$ cat config.mk
export PLATFORM = sky130hd
export DESIGN_NAME = piece_motion_scheduler
export DESIGN_NICKNAME = d
export VERILOG_FILES = /design/src/rtl/piece_motion_scheduler_pkg.sv /design/src/rtl/piece_motion_scheduler_button_edge_latch.sv /design/src/rtl/piece_motion_scheduler.sv
export SDC_FILE = /design/constraint.sdc
export NUM_CORES = 1
export LEC_CHECK = 0
export ABC_CLOCK_PERIOD_IN_PS = 4800
export CAP_MARGIN = 10
export CORE_ASPECT_RATIO = 1.1
export CORE_MARGIN = 4
export CORE_UTILIZATION = 43
export CTS_CLUSTER_SIZE = 20
export DETAILED_ROUTE_END_ITERATION = 10
export PLACE_DENSITY = 0.69
export SETUP_SLACK_MARGIN = 0.1
export SYNTH_ARGS = -nofsm -noshare
export SYNTH_HDL_FRONTEND = slang
export SYNTH_SLANG_ARGS = --single-unit
export TNS_END_PERCENT = 100
$ cat constraint.sdc
create_clock -name Clock -period 4.8 [get_ports Clock]
set_clock_uncertainty 0.2 [all_clocks]
set_input_delay 1.2 -clock Clock [delete_from_list [all_inputs] [get_ports Clock]]
set_output_delay 1.2 -clock Clock [all_outputs]
set_load 0.01 [all_outputs]
$ cat src/rtl/piece_motion_scheduler_pkg.sv
// Shared definitions for the falling-piece motion scheduler.
// - state_t     : scheduler FSM states
// - COL_*       : 3-bit RGB sprite colours
// - STEP_DEF    : default pixel step for horizontal and vertical moves
// - next_colour : piece colour rotation 100->010->001->110->011->101->100
package piece_motion_scheduler_pkg;

  typedef enum logic [1:0] {ST_IDLE, ST_SPAWN, ST_FALLING, ST_LANDED} state_t;

  localparam logic [2:0] COL_RED     = 3'b100;
  localparam logic [2:0] COL_GREEN   = 3'b010;
  localparam logic [2:0] COL_BLUE    = 3'b001;
  localparam logic [2:0] COL_YELLOW  = 3'b110;
  localparam logic [2:0] COL_CYAN    = 3'b011;
  localparam logic [2:0] COL_MAGENTA = 3'b101;
  localparam logic [2:0] COL_WHITE   = 3'b111;

  localparam int STEP_DEF = 32;

  function automatic logic [2:0] next_colour(input logic [2:0] c);
    case (c)
      COL_RED:     next_colour = COL_GREEN;
      COL_GREEN:   next_colour = COL_BLUE;
      COL_BLUE:    next_colour = COL_YELLOW;
      COL_YELLOW:  next_colour = COL_CYAN;
      COL_CYAN:    next_colour = COL_MAGENTA;
      default:     next_colour = COL_RED;
    endcase
  endfunction

endpackage

$ cat src/rtl/piece_motion_scheduler_button_edge_latch.sv
// button_edge_latch: rising-edge detector with a pending flag.
// Ports:
//   clk, rst_n : clock, async active-low reset
//   btn        : debounced button level
//   tick       : frame tick; consumes (clears) the pending flag
//   clr        : external clear while the FSM ignores buttons
//   hit        : pending flag OR an edge in this very cycle, so an edge
//                landing on the tick cycle is seen by that tick
module button_edge_latch (
  input  logic clk,
  input  logic rst_n,
  input  logic btn,
  input  logic tick,
  input  logic clr,
  output logic hit
);

  logic btn_q;
  logic pend;
  logic rise;

  assign rise = btn & ~btn_q;
  assign hit  = pend | rise;

  always_ff @(posedge clk or negedge rst_n) begin
    if (!rst_n) begin
      btn_q <= 1'b0;
      pend  <= 1'b0;
    end else begin
      btn_q <= btn;
      if (tick || clr) pend <= 1'b0;
      else if (rise)   pend <= 1'b1;
    end
  end

endmodule

$ cat src/rtl/piece_motion_scheduler.sv
// piece_motion_scheduler: owns the falling sprite's X/Y offsets, colour and
// drop timing. Position changes are committed only on frame ticks.
// Ports:
//   Clock, Reset          : pixel clock, async active-low reset
//   iStart                : leave IDLE
//   iFrameTick            : one-cycle pulse at frame boundary
//   iLeft/iRight/iDrop    : debounced button levels
//   oXRedCounter/oYRedCounter : sprite offsets (10 bit)
//   oColorCuadro          : displayed colour (blinks white while landed)
//   oLanded, oBusy        : state flags
//   oPieceCount           : landed pieces, wraps at 256
module piece_motion_scheduler
  import piece_motion_scheduler_pkg::*;
#(
  parameter int STEP        = STEP_DEF,
  parameter int X_INIT      = 96,
  parameter int X_MAX       = 192,
  parameter int Y_INIT      = 0,
  parameter int Y_MAX       = 256,
  parameter int GRAV_FRAMES = 30,
  parameter int LAND_FRAMES = 8
) (
  input  logic       Clock,
  input  logic       Reset,
  input  logic       iStart,
  input  logic       iFrameTick,
  input  logic       iLeft,
  input  logic       iRight,
  input  logic       iDrop,
  output logic [9:0] oXRedCounter,
  output logic [9:0] oYRedCounter,
  output logic [2:0] oColorCuadro,
  output logic       oLanded,
  output logic       oBusy,
  output logic [7:0] oPieceCount
);

  localparam logic [9:0] STEP_W    = 10'(STEP);
  localparam logic [9:0] X_INIT_W  = 10'(X_INIT);
  localparam logic [9:0] X_MAX_W   = 10'(X_MAX);
  localparam logic [9:0] Y_INIT_W  = 10'(Y_INIT);
  localparam logic [9:0] Y_MAX_W   = 10'(Y_MAX);
  localparam logic [7:0] GRAV_LAST = 8'(GRAV_FRAMES - 1);
  localparam logic [8:0] LAND_W    = 9'(LAND_FRAMES);

  state_t     state_q, state_d;
  logic [9:0] x_q, x_d, y_q, y_d;
  logic [2:0] col_q, col_d, disp_q, disp_d;
  logic [7:0] grav_q, grav_d, land_q, land_d, cnt_q, cnt_d;
  logic       drop_q, drop_d;
  logic       landed_q, busy_q;
  logic [8:0] land_sum;

  // hit[0]=left, hit[1]=right, hit[2]=drop
  logic [2:0] btn, hit;
  logic       btn_clr;

  assign btn     = {iDrop, iRight, iLeft};
  assign btn_clr = (state_q == ST_IDLE) || (state_q == ST_LANDED);

  for (genvar i = 0; i < 3; i++) begin : g_btn
    button_edge_latch u_bel (
      .clk   (Clock),
      .rst_n (Reset),
      .btn   (btn[i]),
      .tick  (iFrameTick),
      .clr   (btn_clr),
      .hit   (hit[i])
    );
  end

  assign land_sum = {1'b0, land_q} + 9'd1;

  always_comb begin
    state_d = state_q;
    x_d     = x_q;
    y_d     = y_q;
    col_d   = col_q;
    disp_d  = disp_q;
    grav_d  = grav_q;
    land_d  = land_q;
    cnt_d   = cnt_q;
    drop_d  = drop_q;
    case (state_q)
      ST_IDLE: if (iStart) state_d = ST_SPAWN;
      ST_SPAWN: begin
        x_d     = X_INIT_W;
        y_d     = Y_INIT_W;
        grav_d  = '0;
        drop_d  = 1'b0;
        state_d = ST_FALLING;
      end
      ST_FALLING: if (iFrameTick) begin
        if (hit[0] && !hit[1]) begin
          if (x_q != '0) x_d = x_q - STEP_W;
        end else if (hit[1] && !hit[0]) begin
          if (x_q < X_MAX_W) x_d = x_q + STEP_W;
        end
        if (hit[2]) drop_d = 1'b1;
        // Drop mode takes effect on the same tick it is requested.
        if (drop_d || grav_q == GRAV_LAST) begin
          grav_d = '0;
          if (y_q < Y_MAX_W) y_d = y_q + STEP_W;
          else begin
            state_d = ST_LANDED;
            land_d  = '0;
            cnt_d   = cnt_q + 8'd1;
          end
        end else begin
          grav_d = grav_q + 8'd1;
        end
      end
      ST_LANDED: if (iFrameTick) begin
        land_d = land_sum[7:0];
        if (land_sum == LAND_W) begin
          col_d   = next_colour(col_q);
          disp_d  = col_d;
          state_d = ST_SPAWN;
        end else begin
          disp_d = (disp_q == col_q) ? COL_WHITE : col_q;
        end
      end
      default: state_d = ST_IDLE;
    endcase
  end

  always_ff @(posedge Clock or negedge Reset) begin
    if (!Reset) begin
      state_q  <= ST_IDLE;
      x_q      <= X_INIT_W;
      y_q      <= Y_INIT_W;
      col_q    <= COL_RED;
      disp_q   <= COL_RED;
      grav_q   <= '0;
      land_q   <= '0;
      cnt_q    <= '0;
      drop_q   <= 1'b0;
      landed_q <= 1'b0;
      busy_q   <= 1'b0;
    end else begin
      state_q  <= state_d;
      x_q      <= x_d;
      y_q      <= y_d;
      col_q    <= col_d;
      disp_q   <= disp_d;
      grav_q   <= grav_d;
      land_q   <= land_d;
      cnt_q    <= cnt_d;
      drop_q   <= drop_d;
      landed_q <= (state_d == ST_LANDED);
      busy_q   <= (state_d != ST_IDLE);
    end
  end

  assign oXRedCounter = x_q;
  assign oYRedCounter = y_q;
  assign oColorCuadro = disp_q;
  assign oLanded      = landed_q;
  assign oBusy        = busy_q;
  assign oPieceCount  = cnt_q;

endmodule

==> flow_summary.toml, run 1 <==
[status]
outcome = "completed"

[finish]
stdcell_area_mm2 = 0.003301
drive_gt1_frac = 0.09063
syn2layout_area_growth_pct = 14.10
instances_no_fill = 402
nets = 341
fill_cells = 621
fin_util = 0.5035
n_antenna_cell = 0

[routing]
vias = 2102
drcViolationCount = 0
ant_nets = 0
drtPass1Iterations = 4
routedWlPerCell_um = 13.00
drt-total-wl_mm = 5.227
viasPerCell = 5.229
drtIter0Drc = 114

[sta]
timing.final.crit_share = 0.7398
fmax_mhz = 281.6
slew_headroom = 0.5664
min_period_ns = 3.551
hold_ws_ns = 0.2874
setup_viol = 0
rsz0062_at_grt = "no"
final.setup.tns_ns = 0
final_max_slew_viol_count = 0
worst_slew_pin_slew_ns = 0.6504
hold_viol_final = 0

[worst_setup_path]
path_cells = "clkdlybuf4s50_1, a21oi_1, ha_1, inv_1, fa_1, nor2b_1, o21ai_0, and3_1, or4_1, nand3_1"
worstPathRequired_ns = 4.85
crit_type = "input port to register"
worstPathMaxFanout = 5
critical_path_arrival_ns = 3.60
r2r_end = "land_q[1]"
r2r.worst_path.cells = 7
cp_slowest_cell = "or4_1"
cp-end-kind = "register"
critPathLaunchType = "input port"
r2r-start = "state_q[0]"
reg2reg_setup_slack_ns = 1.98
path_delay_family = "simple AND/OR/NAND/NOR gates"
max_stage_delay_ns = 0.46
crit_buf_inv = 2

[placed_design]
place.gp.congestion = 0.8615
dpl.hpwl_mm = 3.784
io_buffers = 29
dp_cells = 394
placed_cell_area_mm2 = 0.003208

[synthesis]
synthAdderAreaFrac = 0.06747
yosys.area.top_type = "dfrtp_1"
synth-compound-area-share = 0.1639
yosys_warnings = 0
synthMuxAreaShare = 0.04715
synth_area_mm2 = 0.002893
avgSynthCellArea_um2 = 10.01
synth-main-ff-cell = "dfrtp_1"
async_flop_share = 1.000
synthXorXnorAreaFrac = 0.05147
synth_top_area_share = 0.4066
synth_top_family_by_area = "compound AO/OA/AOI/OAI gates"
ys_seq_elements = 51
synthCells = 289
synth.most_common_cell = "dfrtp_1"
synth_area_leaders = "dfrtp_1 41%, ha_1 6.1%, nand2_1 3.9%"
ys_types = 54
yosysSeqAreaShare = 0.4429
synthTopCellsByCount = "47 x dfrtp_1, 30 x nand2_1, 23 x inv_1"
synth-simple-area-share = 0.1566
synth_edf_count = 0

[min_path]
min_path_cells = 1
hp-start = "oPieceCount[7]"
whs_endpoint = "oPieceCount[7]"
hold_class = "register to register"

[power]
p_leak_nw = 1.481
powerDensity_mw_per_mm2 = 440.3
vdd_drop_max_uv = 262.3

[clock_tree]
clock_path_buffers = 2
cts_tree = "yes"
clk_pin_slew_ns = 0.10
ctsHoldBuffers = 0
cts_num_sinks = 51
post_cts_buffers = 0
cts_inserted_buffers = 5
cts-root-buf = "clkbuf_8"
clkLatencyLatePin_ns = 0.31
cts_resized = 0
htreeDepth = 2

[floorplanning]
initial_utilization = 0.4413
io_pins = 40
dieArea_mm2 = 0.008105
rows = 31
die_h_um = 94.03
die_w_um = 86.21
core_area_mm2 = 0.006555

[global_routing]
grt_util_all_layers = 0.1443
first_global_vias = 2115
grt_pass1_wl_mm = 9.446
grt_max_degree = 52
antenna_found_initial = 0
overflow = 0

[flow_run]
max-cap-violations = 0
worst max path at each step:
stage,slack (ns),cells past startpoint,startpoint,end
after floorplan,1.52,9,iRight,oXRedCounter[9]
after global placement,0.99,10,iRight,oXRedCounter[9]
after detailed placement,0.93,10,iRight,oXRedCounter[9]
after CTS,1.25,10,iRight,oXRedCounter[9]
after global routing,1.07,10,iRight,oXRedCounter[9]
final,1.25,10,iRight,oXRedCounter[9]
cells by family (layout without fill, tap and decap cells):
| family | Yosys count | after routing |
|---|---|---|
| compound gates | 62 | 62 |
| xor+xnor | 17 | 17 |
| fa+ha+maj | 15 | 15 |
| buf+inv | 39 | 61 |
| flops | 51 | 51 |
| mux | 13 | 13 |
| other cells | 1 | 10 |
| simple gates | 91 | 91 |
per-stage QoR:
stage,setup WS (ns),power (W)
final,1.249,0.001453
after global routing,1.070,0.001579
after CTS,1.253,0.001469
after detailed placement,0.9308,0.001204
after global placement,0.9902,0.001196
after floorplan,1.518,0.001022
layer usage:
metal	vias up	global-route usage	share of wire
met5	-	0	0
met4	0	0.04675	0.014
met3	6	0.02807	0.027
met2	26	0.2526	0.49
met1	1006	0.1775	0.47
li1	1064	-	-
power breakdown:
| part | internal, W | switching, W | total, W |
|---|---|---|---|
| Clock | 0.000105 | 0.000155 | 0.000260 |
| Combinational | 0.000273 | 0.000328 | 0.000601 |
| Sequential | 0.000512 | 0.0000809 | 0.000592 |
| Total | 0.000889 | 0.000564 | 0.00145 |
layout make-up:
cell class / instances / area [um2] / area share
timing repair buffer: 30 / 292.8 / 0.08870
clock inverter: 3 / 23.77 / 0.007202
multi-input combinational: 208 / 1445 / 0.4378
tap: 82 / 102.6 / 0.03108
sequential: 51 / 1281 / 0.3882
clock buffer: 5 / 68.82 / 0.02085
inverter: 23 / 86.33 / 0.02616
cell usage in the layout (no fill, tap or decap), types with 6 or more instances in the layout:
cell type and count:
a21oi_1 10, xor2_1 6, dfrtp_1 47, clkdlybuf4s50_1 28, ha_1 14, nor3_1 7
nand4_1 6, o21ai_0 19, nand2_1 30, inv_1 23, xnor2_1 11, nand3_1 9
mux2i_1 8, nor2_1 19, conb_1 10
state kept, by name, summed over array words and instances (netlist names):
| register | flops |
|---|---|
| col_q | 3 |
| oXRedCounter | 5 |
| oYRedCounter | 5 |
| g_btn.u_bel.pend | 3 |
| oBusy | 1 |
| land_q | 8 |
| oLanded | 1 |
| state_q | 2 |
| oColorCuadro | 3 |
| oPieceCount | 8 |
| g_btn.u_bel.btn_q | 3 |
| grav_q | 8 |
| drop_q | 1 |
No activity file was read; power rests on OpenSTA's default activity.
==> inputs of run 2 (changes only) <==
--- a/config.mk
+++ b/config.mk
@@ -5,14 +5,14 @@
 export SDC_FILE = /design/constraint.sdc
 export NUM_CORES = 1
 export LEC_CHECK = 0
-export ABC_CLOCK_PERIOD_IN_PS = 4800
+export ABC_CLOCK_PERIOD_IN_PS = 3000
 export CAP_MARGIN = 10
 export CORE_ASPECT_RATIO = 1.1
 export CORE_MARGIN = 4
 export CORE_UTILIZATION = 43
 export CTS_CLUSTER_SIZE = 20
 export DETAILED_ROUTE_END_ITERATION = 10
-export PLACE_DENSITY = 0.69
+export PLACE_DENSITY = 0.72
 export SETUP_SLACK_MARGIN = 0.1
 export SYNTH_ARGS = -nofsm -noshare
 export SYNTH_HDL_FRONTEND = slang
==> constraint.sdc (replaced) <==
create_clock -name Clock -period 3 [get_ports Clock]
set_clock_uncertainty 0.2 [all_clocks]
set_input_delay 0.75 -clock Clock [delete_from_list [all_inputs] [get_ports Clock]]
set_output_delay 0.75 -clock Clock [all_outputs]
set_load 0.01 [all_outputs]
==> flow_summary.toml, run 2 (synthesized netlist as in run 1, its figures left out) <==
[global_routing]
antenna_found_initial = 0
first_global_vias = 2268
grt_util_all_layers = 0.1540
grt_use_met3 = 0.03070
top_usage_layer = "met2"
grt_pass1_wl_mm = 10.05
overflow = 0
grt_use_met2 = 0.2648
use_met1 = 0.1914
grt_max_degree = 32

[finish]
nets = 356
layout_common_cells = "47 x dfrtp_1, 30 x nand2_1, 26 x clkdlybuf4s50_1"
drive_gt1_frac = 0.1433
layout_commonest_cell = "dfrtp_1"
stdcell_area_mm2 = 0.003468
n_antenna_cell = 0
instances_no_fill = 417
syn2layout_area_growth_pct = 19.90

[placed_design]
dp_cells = 408
io_buffers = 29
place_worst_setup_slack_ns = -0.2891
dpl.hpwl_mm = 4.291
placed_cell_area_mm2 = 0.003326
place.gp.congestion = 0.8817

[sta]
min_period_ns = 2.594
final_max_slew_viol_count = 0
fmax_mhz = 385.6
hold_viol_final = 0
rsz0062_at_grt = "no"
fin_ws_ns = 0.4064
worst_slew_pin_slew_ns = 0.5677
slew_headroom = 0.6215
setup_viol = 0
timing.final.crit_share = 0.8645

[worst_setup_path]
crit_type = "input port to register"
r2r.worst_path.cells = 7
path_delay_family = "simple AND/OR/NAND/NOR gates"
critPathLaunchType = "input port"
path_cells = "dlymetal6s2s_1, a21oi_2, ha_2, inv_2, fa_2, nor2b_1, o21ai_1, and3_1, or4_1, nand3_1"
worstPathRequired_ns = 3.04
r2r_end = "land_q[1]"
cp_slowest_cell = "or4_1"
critical_path_arrival_ns = 2.64
worstPathMaxFanout = 3
crit_buf_inv = 2
reg2reg_setup_slack_ns = 0.59
max_stage_delay_ns = 0.46
cp-end-kind = "register"
r2r-start = "state_q[0]"

[routing]
viasPerCell = 5.293
drt-total-wl_mm = 5.768
drtIter0Drc = 75
drcViolationCount = 0
drtPass1Iterations = 4
vias = 2207
ant_nets = 0
routedWlPerCell_um = 13.83

[clock_tree]
cts_num_sinks = 51
cts_inserted_buffers = 5
clkLatencyLatePin_ns = 0.30
clk_pin_slew_ns = 0.09
clock_path_buffers = 2
ctsHoldBuffers = 0
cts_tree = "yes"
cts-root-buf = "clkbuf_8"
htreeDepth = 2

[power]
pwr-share-seq = 0.373
internal_power_w = 0.001623
vdd_drop_max_uv = 415.8
p_leak_nw = 1.595
p_sw_w = 0.0009254
clkPwrFrac = 0.201
powerDensity_mw_per_mm2 = 734.8
p_sw_frac = 0.3631
power_frac_comb = 0.427

[floorplanning]
die_w_um = 86.21
die_h_um = 94.03
io_pins = 40
rows = 31
dieArea_mm2 = 0.008105
initial_utilization = 0.4413
core_area_mm2 = 0.006555

[flow_run]
max-cap-violations = 0

[min_path]
hold_class = "input port to asynchronous set/reset pin"

[status]
outcome = "completed"
run 2: cell type report:
| cell class | count | area, um2 |
|---|---|---|
| repair buffers | 45 | 422.9 |
| inverters | 23 | 86.33 |
| fillers | 612 | 3087 |
| clock inverters | 2 | 38.79 |
| well taps | 82 | 102.6 |
| clock buffers | 6 | 82.58 |
| flip-flops and latches | 51 | 1281 |
| multi-input cells | 208 | 1454 |
run 2: stage by stage:
stage	utilization	setup TNS [ns]	hold slack (ns)	total power, W
2_1_floorplan	-	0	0.2544	0.001636
3_3_place_gp	0.5073	-0.2216	0.2632	0.002011
3_5_place_dp	0.5073	-0.2891	0.2651	0.002037
4_1_cts	0.5272	0	0.01441	0.002570
5_1_grt	0.5291	0	0.01280	0.002763
6_report	0.5291	0	0.02440	0.002549
run 2: worst max-delay path by stage:
stage | start | depth (start not counted) | to | slack [ns]
global route | iRight | 10 | oXRedCounter[9] | 0.33
global placement | iRight | 10 | oXRedCounter[9] | -0.22
floorplan | iRight | 9 | oXRedCounter[9] | 0.17
finish | iRight | 10 | oXRedCounter[9] | 0.41
CTS | iLeft | 10 | oXRedCounter[9] | 0.11
detailed placement | iRight | 10 | oXRedCounter[9] | -0.29
run 2: timing repair:
action | in CTS | in global routing
pin swaps | 0 | 5
setup buffers | 0 | 1
setup endpoints to repair | 1 | 1
gates resized for setup | 3 | 4
run 2: power by group through the flow:
stage	clock [W]	sequential (W)	combinational, W
finish	0.000512	0.000950	0.00109
floorplan	0	0.000965	0.000670
global route	0.000557	0.000976	0.00123
CTS	0.000530	0.000950	0.00109
global placement	0	0.000961	0.00105
detailed placement	0	0.000960	0.00108
run 2: metal layers:
| layer | vias up | part of all wire |
|---|---|---|
| li1 | 1093 | - |
| met1 | 1068 | 0.45 |
| met2 | 42 | 0.51 |
| met3 | 4 | 0.031 |
| met4 | 0 | 0.0075 |
| met5 | - | 0 |
==> inputs of run 3 (changes only) <==
--- a/config.mk
+++ b/config.mk
@@ -9,11 +9,12 @@
 export CAP_MARGIN = 10
 export CORE_ASPECT_RATIO = 1.1
 export CORE_MARGIN = 4
-export CORE_UTILIZATION = 43
+export CORE_UTILIZATION = 49
 export CTS_CLUSTER_SIZE = 20
 export DETAILED_ROUTE_END_ITERATION = 10
-export PLACE_DENSITY = 0.72
+export PLACE_DENSITY = 0.79
 export SETUP_SLACK_MARGIN = 0.1
+export SLEW_MARGIN = 20
 export SYNTH_ARGS = -nofsm -noshare
 export SYNTH_HDL_FRONTEND = slang
 export SYNTH_SLANG_ARGS = --single-unit
==> flow_summary.toml, run 3 (synthesized netlist as in run 1, its figures left out) <==
[sta]
worst_slew_pin_slew_ns = 0.5829
slew_headroom = 0.6114
setup_viol = 0
fmax_mhz = 384.1
min_period_ns = 2.604
rsz0062_at_grt = "no"
final_max_slew_viol_count = 0
timing.final.crit_share = 0.8679
hold_viol_final = 0

[finish]
instances_no_fill = 410
syn2layout_area_growth_pct = 18.38
nets = 354
drive_gt1_frac = 0.1381
layout_commonest_cell = "dfrtp_1"
fin_util = 0.5973
layout_common_cells = "47 x dfrtp_1, 30 x nand2_1, 26 x clkdlybuf4s50_1"
n_antenna_cell = 0
fill_cells = 492

[routing]
routedWlPerCell_um = 14.36
drtPass1Iterations = 4
vias = 2221
drcViolationCount = 0
ant_nets = 0
viasPerCell = 5.417
drtIter0Drc = 131
drt-total-wl_mm = 5.889

[clock_tree]
post_cts_buffers = 0
htreeDepth = 2
cts-root-buf = "clkbuf_8"
ctsHoldBuffers = 0
cts_inserted_buffers = 5
cts_num_sinks = 51
cts_tree = "yes"
clkLatencyLatePin_ns = 0.31
clock_path_buffers = 2
clk_pin_slew_ns = 0.10

[global_routing]
grt_use_met2 = 0.3007
use_met1 = 0.2258
grt_pass1_wl_mm = 10.25
grt_util_all_layers = 0.1800
antenna_found_initial = 0
top_usage_layer = "met2"
grt_max_degree = 27
first_global_vias = 2254
overflow = 0
grt_use_met3 = 0.03768

[floorplanning]
rows = 29
die_w_um = 81.26
core_area_mm2 = 0.005733
initial_utilization = 0.5046
io_pins = 40
die_h_um = 88.59
dieArea_mm2 = 0.007198

[placed_design]
dpl.hpwl_mm = 4.256
io_buffers = 29
dp_cells = 402
place.gp.congestion = 0.8953

[worst_setup_path]
cp-end-kind = "register"
crit_type = "input port to register"
critPathLaunchType = "input port"
worstPathRequired_ns = 3.05
critical_path_arrival_ns = 2.66
worstPathMaxFanout = 3

[power]
powerDensity_mw_per_mm2 = 724.5
vdd_drop_max_uv = 449.5
p_sw_frac = 0.3809
pwr-share-seq = 0.385
p_leak_nw = 1.573
internal_power_w = 0.001536
clkPwrFrac = 0.169
p_sw_w = 0.0009451
power_frac_comb = 0.446

[status]
outcome = "completed"

[min_path]
hold_class = "input port to asynchronous set/reset pin"

[flow_run]
max-cap-violations = 0
[run 3: changes by cell type in the layout (fill, tap and decap cells not counted), sizes merged]
cell and delta:
clkinv +1, bufinv -1, inv -1, buf -2
clkinvlp +1
[run 3: final cells by class]
type | instances | area, um2 | area share
tap | 77 | 96.34 | 0.02813
multi-input combinational | 208 | 1454 | 0.4246
sequential | 51 | 1281 | 0.3741
timing repair buffer | 43 | 407.9 | 0.1191
inverter | 23 | 86.33 | 0.02521
clock buffer | 6 | 82.58 | 0.02411
clock inverter | 2 | 16.27 | 0.004750
[run 3: final timing paths]
kind                                     start         endpoint  slack, ns  depth (start not counted)
max in group asynchronous                Reset  oXRedCounter[5]       1.75                          2
worst max register to register      state_q[1]        land_q[1]       0.58                          5
worst min-delay path                     Reset        grav_q[3]       0.24                          1
worst min register to register  oPieceCount[7]   oPieceCount[7]       0.27                          1
worst max-delay path                    iRight  oXRedCounter[9]       0.40                         10
min in group Clock              oPieceCount[7]   oPieceCount[7]       0.27                          1
[run 3: metal layers]
metal | wire length, um | vias to the layer above
met5 | 0 | -
met4 | 119 | 0
met3 | 194 | 12
met2 | 2918 | 48
met1 | 2657 | 1077
li1 | - | 1084
[run 3: power by group through the flow]
stage,Clock (W),Combinational (W),Sequential [W]
2_1_floorplan,0,0.000670,0.000965
3_3_place_gp,0,0.00104,0.000962
3_5_place_dp,0,0.00108,0.000965
4_1_cts,0.000436,0.00110,0.000953
5_1_grt,0.000469,0.00123,0.000977
6_report,0.000419,0.00111,0.000956
[run 3: critical path, stage by stage]
cell and delay (ns):
dlymetal6s2s_1 0.15, a21oi_2 0.16, ha_2 0.22, inv_2 0.05, fa_2 0.37, nor2b_1 0.12
o21ai_1 0.10, and3_1 0.16, or4_1 0.47, nand3_1 0.10
[run 3: metrics by stage]
| stage | hold slack, ns | setup TNS [ns] | setup WS [ns] | instance area [um2] | power, W |
|---|---|---|---|---|---|
| final | 0.2359 | 0 | 0.3962 | 3425 | 0.002481 |
| after CTS | 0.2485 | 0 | 0.1173 | 3420 | 0.002491 |
| after global routing | 0.2707 | 0 | 0.3182 | 3425 | 0.002675 |
| after floorplan | 0.2544 | 0 | 0.1685 | 2927 | 0.001636 |
| after global placement | 0.2634 | -0.2265 | -0.2265 | 3312 | 0.002007 |
| after detailed placement | 0.2653 | -0.3102 | -0.3102 | 3312 | 0.002048 |
[run 3: repair_timing]
| action | 4_1_cts | 5_1_grt |
|---|---|---|
| pin swaps | 0 | 7 |
| resized for setup | 4 | 3 |
| setup endpoints to repair | 1 | 1 |
